$ cat config.mk
export PLATFORM = sky130hd
export DESIGN_NAME = bsg_then_ready_link_to_wide_link_db
export DESIGN_NICKNAME = d
export VERILOG_FILES = /design/src/rtl/bsg_then_ready_link_to_wide_link_db.sv
export SDC_FILE = /design/constraint.sdc
export NUM_CORES = 1
export LEC_CHECK = 0
export BUFFER_PORTS_ARGS = -buffer_cell sky130_fd_sc_hd__buf_4
export CORE_MARGIN = 2
export CORE_UTILIZATION = 58
export DETAILED_ROUTE_END_ITERATION = 10
export GPL_ROUTABILITY_DRIVEN = 0
export GPL_TIMING_DRIVEN = 0
export PLACE_DENSITY = 0.8
export SETUP_SLACK_MARGIN = 0.2
export SYNTH_ARGS = -nofsm -noshare
export SYNTH_HDL_FRONTEND = slang
export SYNTH_SLANG_ARGS = --single-unit
$ cat constraint.sdc
create_clock -name clk_i -period 3 [get_ports clk_i]
set_input_delay 0.45 -clock clk_i [delete_from_list [all_inputs] [get_ports clk_i]]
set_output_delay 0.45 -clock clk_i [all_outputs]
set_load 0.1 [all_outputs]
$ cat src/rtl/bsg_then_ready_link_to_wide_link_db.sv
// bsg_then_ready_link_to_wide_link_db
//
// Full-duplex endpoint between a narrow then_ready serial link and a wide
// ready_and link. Each direction is double-buffered:
//   RX (serial -> wide): beat assembly register feeding a 2-entry word FIFO.
//   TX (wide -> serial): ACTIVE/PENDING word slots feeding a beat serialiser.
// Beats are LSB-first; a wide word occupies R = ceil(W/N) beats, zero-padded.
//
// Ports:
//   clk_i        clock
//   reset_n_i    asynchronous active-low reset
//   wide_link_i  {v, data[W-1:0], ready_and_rev} from wide producer / consumer
//   wide_link_o  {v, data[W-1:0], ready_and_rev} to wide consumer / producer
//   bsg_link_i   {v, data[N-1:0], then_ready_rev} from serial sender / receiver
//   bsg_link_o   {v, data[N-1:0], then_ready_rev} to serial receiver / sender
//   rx_words_o   wrap-around count of wide words delivered
//   tx_words_o   wrap-around count of wide words fully serialised
module bsg_then_ready_link_to_wide_link_db #(
  parameter int wide_link_width_p = 64,
  parameter int bsg_link_width_p  = 16,
  parameter int counter_width_p   = 16
) (
  input  logic                         clk_i,
  input  logic                         reset_n_i,
  input  logic [wide_link_width_p+1:0] wide_link_i,
  output logic [wide_link_width_p+1:0] wide_link_o,
  input  logic [bsg_link_width_p+1:0]  bsg_link_i,
  output logic [bsg_link_width_p+1:0]  bsg_link_o,
  output logic [counter_width_p-1:0]   rx_words_o,
  output logic [counter_width_p-1:0]   tx_words_o
);

  localparam int W  = wide_link_width_p;
  localparam int N  = bsg_link_width_p;
  localparam int R  = (W + N - 1) / N;
  localparam int RN = R * N;
  localparam int CW = (R > 1) ? $clog2(R) : 1;
  localparam logic [CW-1:0] LAST = CW'(R - 1);

  typedef enum logic [1:0] {TX_EMPTY, TX_ACTIVE, TX_BOTH} tx_state_e;

  // Input link fields
  logic         wide_in_v, wide_in_ready, bsg_in_v, peer_ready;
  logic [W-1:0] wide_in_data;
  logic [N-1:0] bsg_in_data;

  assign wide_in_v     = wide_link_i[W+1];
  assign wide_in_data  = wide_link_i[W:1];
  assign wide_in_ready = wide_link_i[0];
  assign bsg_in_v      = bsg_link_i[N+1];
  assign bsg_in_data   = bsg_link_i[N:1];
  assign peer_ready    = bsg_link_i[0];

  // State
  logic                       up_q, up_d;
  logic [CW-1:0]              rx_cnt_q, rx_cnt_d;
  logic [W-1:0]               fifo_q [2];
  logic [W-1:0]               fifo_d [2];
  logic                       fifo_wr_q, fifo_wr_d, fifo_rd_q, fifo_rd_d;
  logic [1:0]                 fifo_cnt_q, fifo_cnt_d;
  logic [counter_width_p-1:0] rx_words_q, rx_words_d;
  tx_state_e                  tx_state_q, tx_state_d;
  logic [RN-1:0]              active_q, active_d, pending_q, pending_d;
  logic [CW-1:0]              tx_cnt_q, tx_cnt_d;
  logic [counter_width_p-1:0] tx_words_q, tx_words_d;

  // RX control
  logic         rx_at_last, rx_ready, enq, deq;
  logic [W-1:0] enq_word;

  assign rx_at_last = (rx_cnt_q == LAST);
  // Only the final beat of a word needs FIFO space, so mid-word beats never
  // stall; no dependence on the wide consumer's ready within this cycle.
  assign rx_ready   = up_q & bsg_in_v & (~rx_at_last | (fifo_cnt_q != 2'd2));
  assign enq        = rx_ready & rx_at_last;
  assign deq        = (fifo_cnt_q != 2'd0) & wide_in_ready;

  // Assembly register holds beats 0..R-2; the last beat goes straight into
  // the FIFO with its pad bits dropped.
  if (R > 1) begin : g_asm
    localparam int AW = (R - 1) * N;
    localparam int LW = W - AW;
    logic [AW-1:0] rx_asm_q, rx_asm_d;

    always_comb begin
      rx_asm_d = rx_asm_q;
      if (rx_ready && !rx_at_last) rx_asm_d[rx_cnt_q*N +: N] = bsg_in_data;
    end

    always_ff @(posedge clk_i or negedge reset_n_i) begin
      if (!reset_n_i) rx_asm_q <= '0;
      else            rx_asm_q <= rx_asm_d;
    end

    assign enq_word = {bsg_in_data[LW-1:0], rx_asm_q};
  end else begin : g_noasm
    assign enq_word = bsg_in_data[W-1:0];
  end

  always_comb begin
    up_d       = 1'b1;
    rx_cnt_d   = rx_cnt_q;
    fifo_d     = fifo_q;
    fifo_wr_d  = fifo_wr_q ^ enq;
    fifo_rd_d  = fifo_rd_q ^ deq;
    fifo_cnt_d = fifo_cnt_q;
    rx_words_d = rx_words_q;
    if (rx_ready) rx_cnt_d = rx_at_last ? '0 : rx_cnt_q + 1'b1;
    if (enq) fifo_d[fifo_wr_q] = enq_word;
    case ({enq, deq})
      2'b10:   fifo_cnt_d = fifo_cnt_q + 2'd1;
      2'b01:   fifo_cnt_d = fifo_cnt_q - 2'd1;
      default: fifo_cnt_d = fifo_cnt_q;
    endcase
    if (deq) rx_words_d = rx_words_q + 1'b1;
  end

  // TX control
  logic          wide_ready, tx_fire, tx_last, wide_acc;
  logic [RN-1:0] word_in;

  assign wide_ready = up_q & (tx_state_q != TX_BOTH);
  assign tx_fire    = (tx_state_q != TX_EMPTY) & peer_ready;
  assign tx_last    = tx_fire & (tx_cnt_q == LAST);
  assign wide_acc   = wide_in_v & wide_ready;
  assign word_in    = RN'(wide_in_data);

  always_comb begin
    tx_state_d = tx_state_q;
    active_d   = active_q;
    pending_d  = pending_q;
    tx_cnt_d   = tx_cnt_q;
    tx_words_d = tx_words_q;
    if (tx_fire) tx_cnt_d = tx_last ? '0 : tx_cnt_q + 1'b1;
    if (tx_last) tx_words_d = tx_words_q + 1'b1;
    case (tx_state_q)
      TX_EMPTY: begin
        if (wide_acc) begin
          active_d   = word_in;
          tx_state_d = TX_ACTIVE;
        end
      end
      TX_ACTIVE: begin
        // A word arriving while the last beat leaves goes straight to ACTIVE,
        // which is what keeps back-to-back words free of idle beats.
        if (tx_last) begin
          if (wide_acc) active_d = word_in;
          else          tx_state_d = TX_EMPTY;
        end else if (wide_acc) begin
          pending_d  = word_in;
          tx_state_d = TX_BOTH;
        end
      end
      TX_BOTH: begin
        if (tx_last) begin
          active_d   = pending_q;
          tx_state_d = TX_ACTIVE;
        end
      end
      default: tx_state_d = TX_EMPTY;
    endcase
  end

  always_ff @(posedge clk_i or negedge reset_n_i) begin
    if (!reset_n_i) begin
      up_q       <= 1'b0;
      rx_cnt_q   <= '0;
      fifo_q     <= '{default: '0};
      fifo_wr_q  <= 1'b0;
      fifo_rd_q  <= 1'b0;
      fifo_cnt_q <= '0;
      rx_words_q <= '0;
      tx_state_q <= TX_EMPTY;
      active_q   <= '0;
      pending_q  <= '0;
      tx_cnt_q   <= '0;
      tx_words_q <= '0;
    end else begin
      up_q       <= up_d;
      rx_cnt_q   <= rx_cnt_d;
      fifo_q     <= fifo_d;
      fifo_wr_q  <= fifo_wr_d;
      fifo_rd_q  <= fifo_rd_d;
      fifo_cnt_q <= fifo_cnt_d;
      rx_words_q <= rx_words_d;
      tx_state_q <= tx_state_d;
      active_q   <= active_d;
      pending_q  <= pending_d;
      tx_cnt_q   <= tx_cnt_d;
      tx_words_q <= tx_words_d;
    end
  end

  assign wide_link_o = {fifo_cnt_q != 2'd0, fifo_q[fifo_rd_q], wide_ready};
  assign bsg_link_o  = {tx_state_q != TX_EMPTY, active_q[tx_cnt_q*N +: N], rx_ready};
  assign rx_words_o  = rx_words_q;
  assign tx_words_o  = tx_words_q;

endmodule

==> metrics.log <==
[metrics] run status: complete, no violations
[metrics] Crit Path Category: register to output port
[metrics] transition time at the pin with the least slew margin: around 800 ps
[metrics] largest vdd supply drop: 1250 µV
[metrics] # clock sinks: 347
[metrics] routed len/inst: 20.2 µm
[metrics] sequential element share of the synthesized area: approximately 57%
[metrics] Bufs and invs on worst path: 4
[metrics] setup repair after global routing missed its margin: no
[metrics] TritonCTS clock tree: built
[metrics] series of cell instances along the critical path: nor2b_1 -> clkbuf_4 -> buf_4 -> nor2b_1 -> buf_4 -> buf_4
[metrics] DIE AREA: 27600 µm²
[metrics] Async SR Flop Fraction: 100%
[metrics] Pwr per Cell Area: 1240 nW/µm²
[metrics] H-tree depth reported by CTS: 2
[metrics] Post-route DRC: 0
[metrics] Most Frequent Cell on Critical Path: buf_4
[metrics] endpoint arrival time on the critical path: between 2000 and 2500 ps
[metrics] maxcap violations: 0
[metrics] most frequent cells in the layout: 381 x mux2_2, 347 x dfrtp_1, 207 x buf_4
[metrics] startpoint of the most critical hold path: wide_link_i[25]
[metrics] all-layer global routing usage: 25.6%
[metrics] synth-to-layout area growth: 22.0%
[metrics] Reg clk slew, reported paths: 60 ps
[metrics] routed vias/inst: 5.66
[metrics] buffer type at the clock tree root: clkbuf_16
[metrics] number of rows in the core area: 59
[metrics] worst-case clock buffer depth: 3
[metrics] hold crit path type: input pin to register
[metrics] largest net degree at the start of global routing: 123
[metrics] number of nets in the layout: 1431
[metrics] post-synthesis cell type count: 37
[metrics] overall die width: between 150 and 200 µm
[metrics] starting utilization of the core area: between 50% and 60%
[metrics] die span in y: 166 µm
[metrics] via count of the first global-routing pass: about 10000
[metrics] number of cell instances on the worst register-to-register path: 8
[metrics] number of cells traversed by the worst hold path: 2
[metrics] cell family with most CP delay: buffers and inverters
[metrics] post-synthesis net count: between 1000 and 1500
[metrics] Worst Slack Setup Final: 288 ps
[metrics] Layout Skew: 27.4 ps
[metrics] Worst EP required: 2550 ps
[metrics] highest achievable clock rate: 369 MHz
[metrics] number of top-level pins: around 200
[metrics] antenna fix cells: 0
[metrics] detailed placer's ending HPWL: 23900 µm
[metrics] number of slew-limit violations in the final report: 0
[metrics] largest stage delay on the critical path: around 430 ps
[metrics] worst skew pair latency: 530 ps
[metrics] Port Buffer Count: 201
[metrics] global-route wire length before repair: around 56000 µm
[metrics] R2R Path End: fifo_q[112]$_DFFE_PN0P_
[metrics] time the final worst path needs with I/O delays and setup: 2710 ps
[metrics] Min-Delay Endpoint: pending_q[24]$_DFFE_PN0P_
[metrics] cell count after synthesis: 1091
[metrics] average cell area after synthesis: around 14 µm²
[metrics] maximum fanout count along the critical path: 10
[metrics] number of enable-type register cells in the synthesized netlist: 0
[metrics] total grt overflow: 0
[metrics] Static Leak: 0.00884 µW
[metrics] synth warn: 0
[metrics] layout cell share with drive strength beyond 1: between 50 and 60%
[metrics] Syn Std Cell Area: between 15000 and 20000 µm²
[metrics] number of antenna violations at the first check in global routing: 0
[metrics] Pre-Repair DR Iteration Count: 7
[metrics] Reg2Reg Setup Slack: about 320 ps
[metrics] reg-to-reg startpoint: rx_cnt_q[0]$_DFFE_PN0N_
[metrics] count of endpoints failing hold in the final timing report: 0
[metrics] Placeable Area: 25900 µm²
[metrics] count of placed standard cells including taps: 1630
[metrics] routed wire length: around 34000 µm
[metrics] vias after detailed routing: 9602
[metrics] clock buffer count from CTS: 36
[metrics] number of synthesized register bits: 347
[metrics] non-filler instance count after layout: 1697
[metrics] PnR Total Power: 23100 µW
[metrics] post-CTS setup-driven buffer insertion count: 0
[metrics] cell type of the slowest stage on the worst timing path: dfrtp_1
[metrics] fraction of the cycle the final worst path needs: 90.4%
[metrics] nature of the critical path endpoint: output port
[metrics] kind of start point of the critical path: register
[metrics] Rel. slew slack: a little under half
[metrics] Setup-failing EPs final: 0
[metrics] Detailed Route Iter0 Violations: between 600 and 700
[metrics] most used flip-flop cell after synthesis: dfrtp_1
[metrics] worst slack, placed: -170 ps
[metrics] most common library cell in the layout ignoring fill and taps: mux2_2
[metrics] post-detailed-route count of antenna-violating nets: 0
## metrics by stage
step	area, µm²	utilization, %	setup TNS [ps]	hold slack, ps
3_3_place_gp	17200	66.2	-608780	462
3_5_place_dp	17200	66.5	-15310	363
2_1_floorplan	15200	-	0	154
5_1_grt	18600	71.7	0	158
4_1_cts	18600	71.6	0	149
6_report	18600	71.7	0	168
## per-layer routing
metal  wire, µm  up-vias  GRT usage, %
met5          0        -             0
met2      17100      241          42.2
met4        576        0          6.35
li1           -     4348             -
met3       2220       39          6.32
met1      14400     4974          34.4
## power breakdown
group	internal [µW]	switching (µW)
combinational	3560	7190
sequential	6510	1100
clock	2900	1840
## cell families after synthesis
family | count (synthesis) | synth area share, %
AOI/OAI and AO/OA | 58 | 2.05
xor gates and xnor gates | 34 | 1.96
adders and majority gates | 11 | 0.904
buffers and inverters | 68 | 2.14
DFF | 347 | 57.0
muxes | 402 | 30.9
other | 1 | 0.0246
and+or+nand+nor | 170 | 4.96
## how the worst max path moves through the flow
stage,from,endpoint,depth (start not counted)
detailed placement,rx_cnt_q[0]$_DFFE_PN0N_,fifo_q[114]$_DFFE_PN0P_,8
floorplan,rx_cnt_q[0]$_DFFE_PN0N_,fifo_q[112]$_DFFE_PN0P_,8
CTS,rx_cnt_q[0]$_DFFE_PN0N_,fifo_q[96]$_DFFE_PN0P_,8
global placement,reset_n_i,pending_q[50]$_DFFE_PN0P_,1
global route,tx_state_q[0]$_DFFE_PN0P_,wide_link_o[0],6
finish,tx_state_q[1]$_DFFE_PN0P_,wide_link_o[0],6
## sequential cells by signal, summed over array words and instances (netlist names)
register and cells:
fifo_q 128, active_q 64, pending_q 64, g_asm.rx_asm_q 48, rx_words_o 16, tx_words_o 16
fifo_cnt_q 2, rx_cnt_q 2, tx_cnt_q 2, tx_state_q 2, fifo_rd_q 1, fifo_wr_q 1
up_q 1
## what timing repair did
item | CTS | global route
endpoints found under the setup margin | 180 | 131
gates resized for setup | 21 | 10
hold buffers | 1 | 0
endpoints found under the hold margin | 40 | 0
pin swaps | 0 | 0
## cell usage after synthesis, types with 7 or more instances
cell / count / area (µm²)
buf_2: 14 / 70.1
o21ai_0: 50 / 250
mux2_2: 381 / 4290
nand4_1: 8 / 50.1
nand2_1: 121 / 454
clkbuf_1: 36 / 135
ha_1: 11 / 138
xor2_1: 13 / 114
dfrtp_1: 347 / 8680
xnor2_1: 21 / 184
mux4_2: 16 / 360
inv_1: 7 / 26.3
nand3_1: 10 / 50.1
and3_1: 7 / 43.8
## cell type report
type / instances / area (µm²)
Buffer: 60 / 333
Inverter: 8 / 30.0
Timing Repair Buffer: 205 / 1610
Fill cell: 1753 / 7340
Multi-Input combinational cell: 676 / 6220
Clock buffer: 51 / 1060
Sequential cell: 347 / 8680
Clock inverter: 15 / 215
Tap cell: 335 / 419
Power figures use the tool's default switching activity.
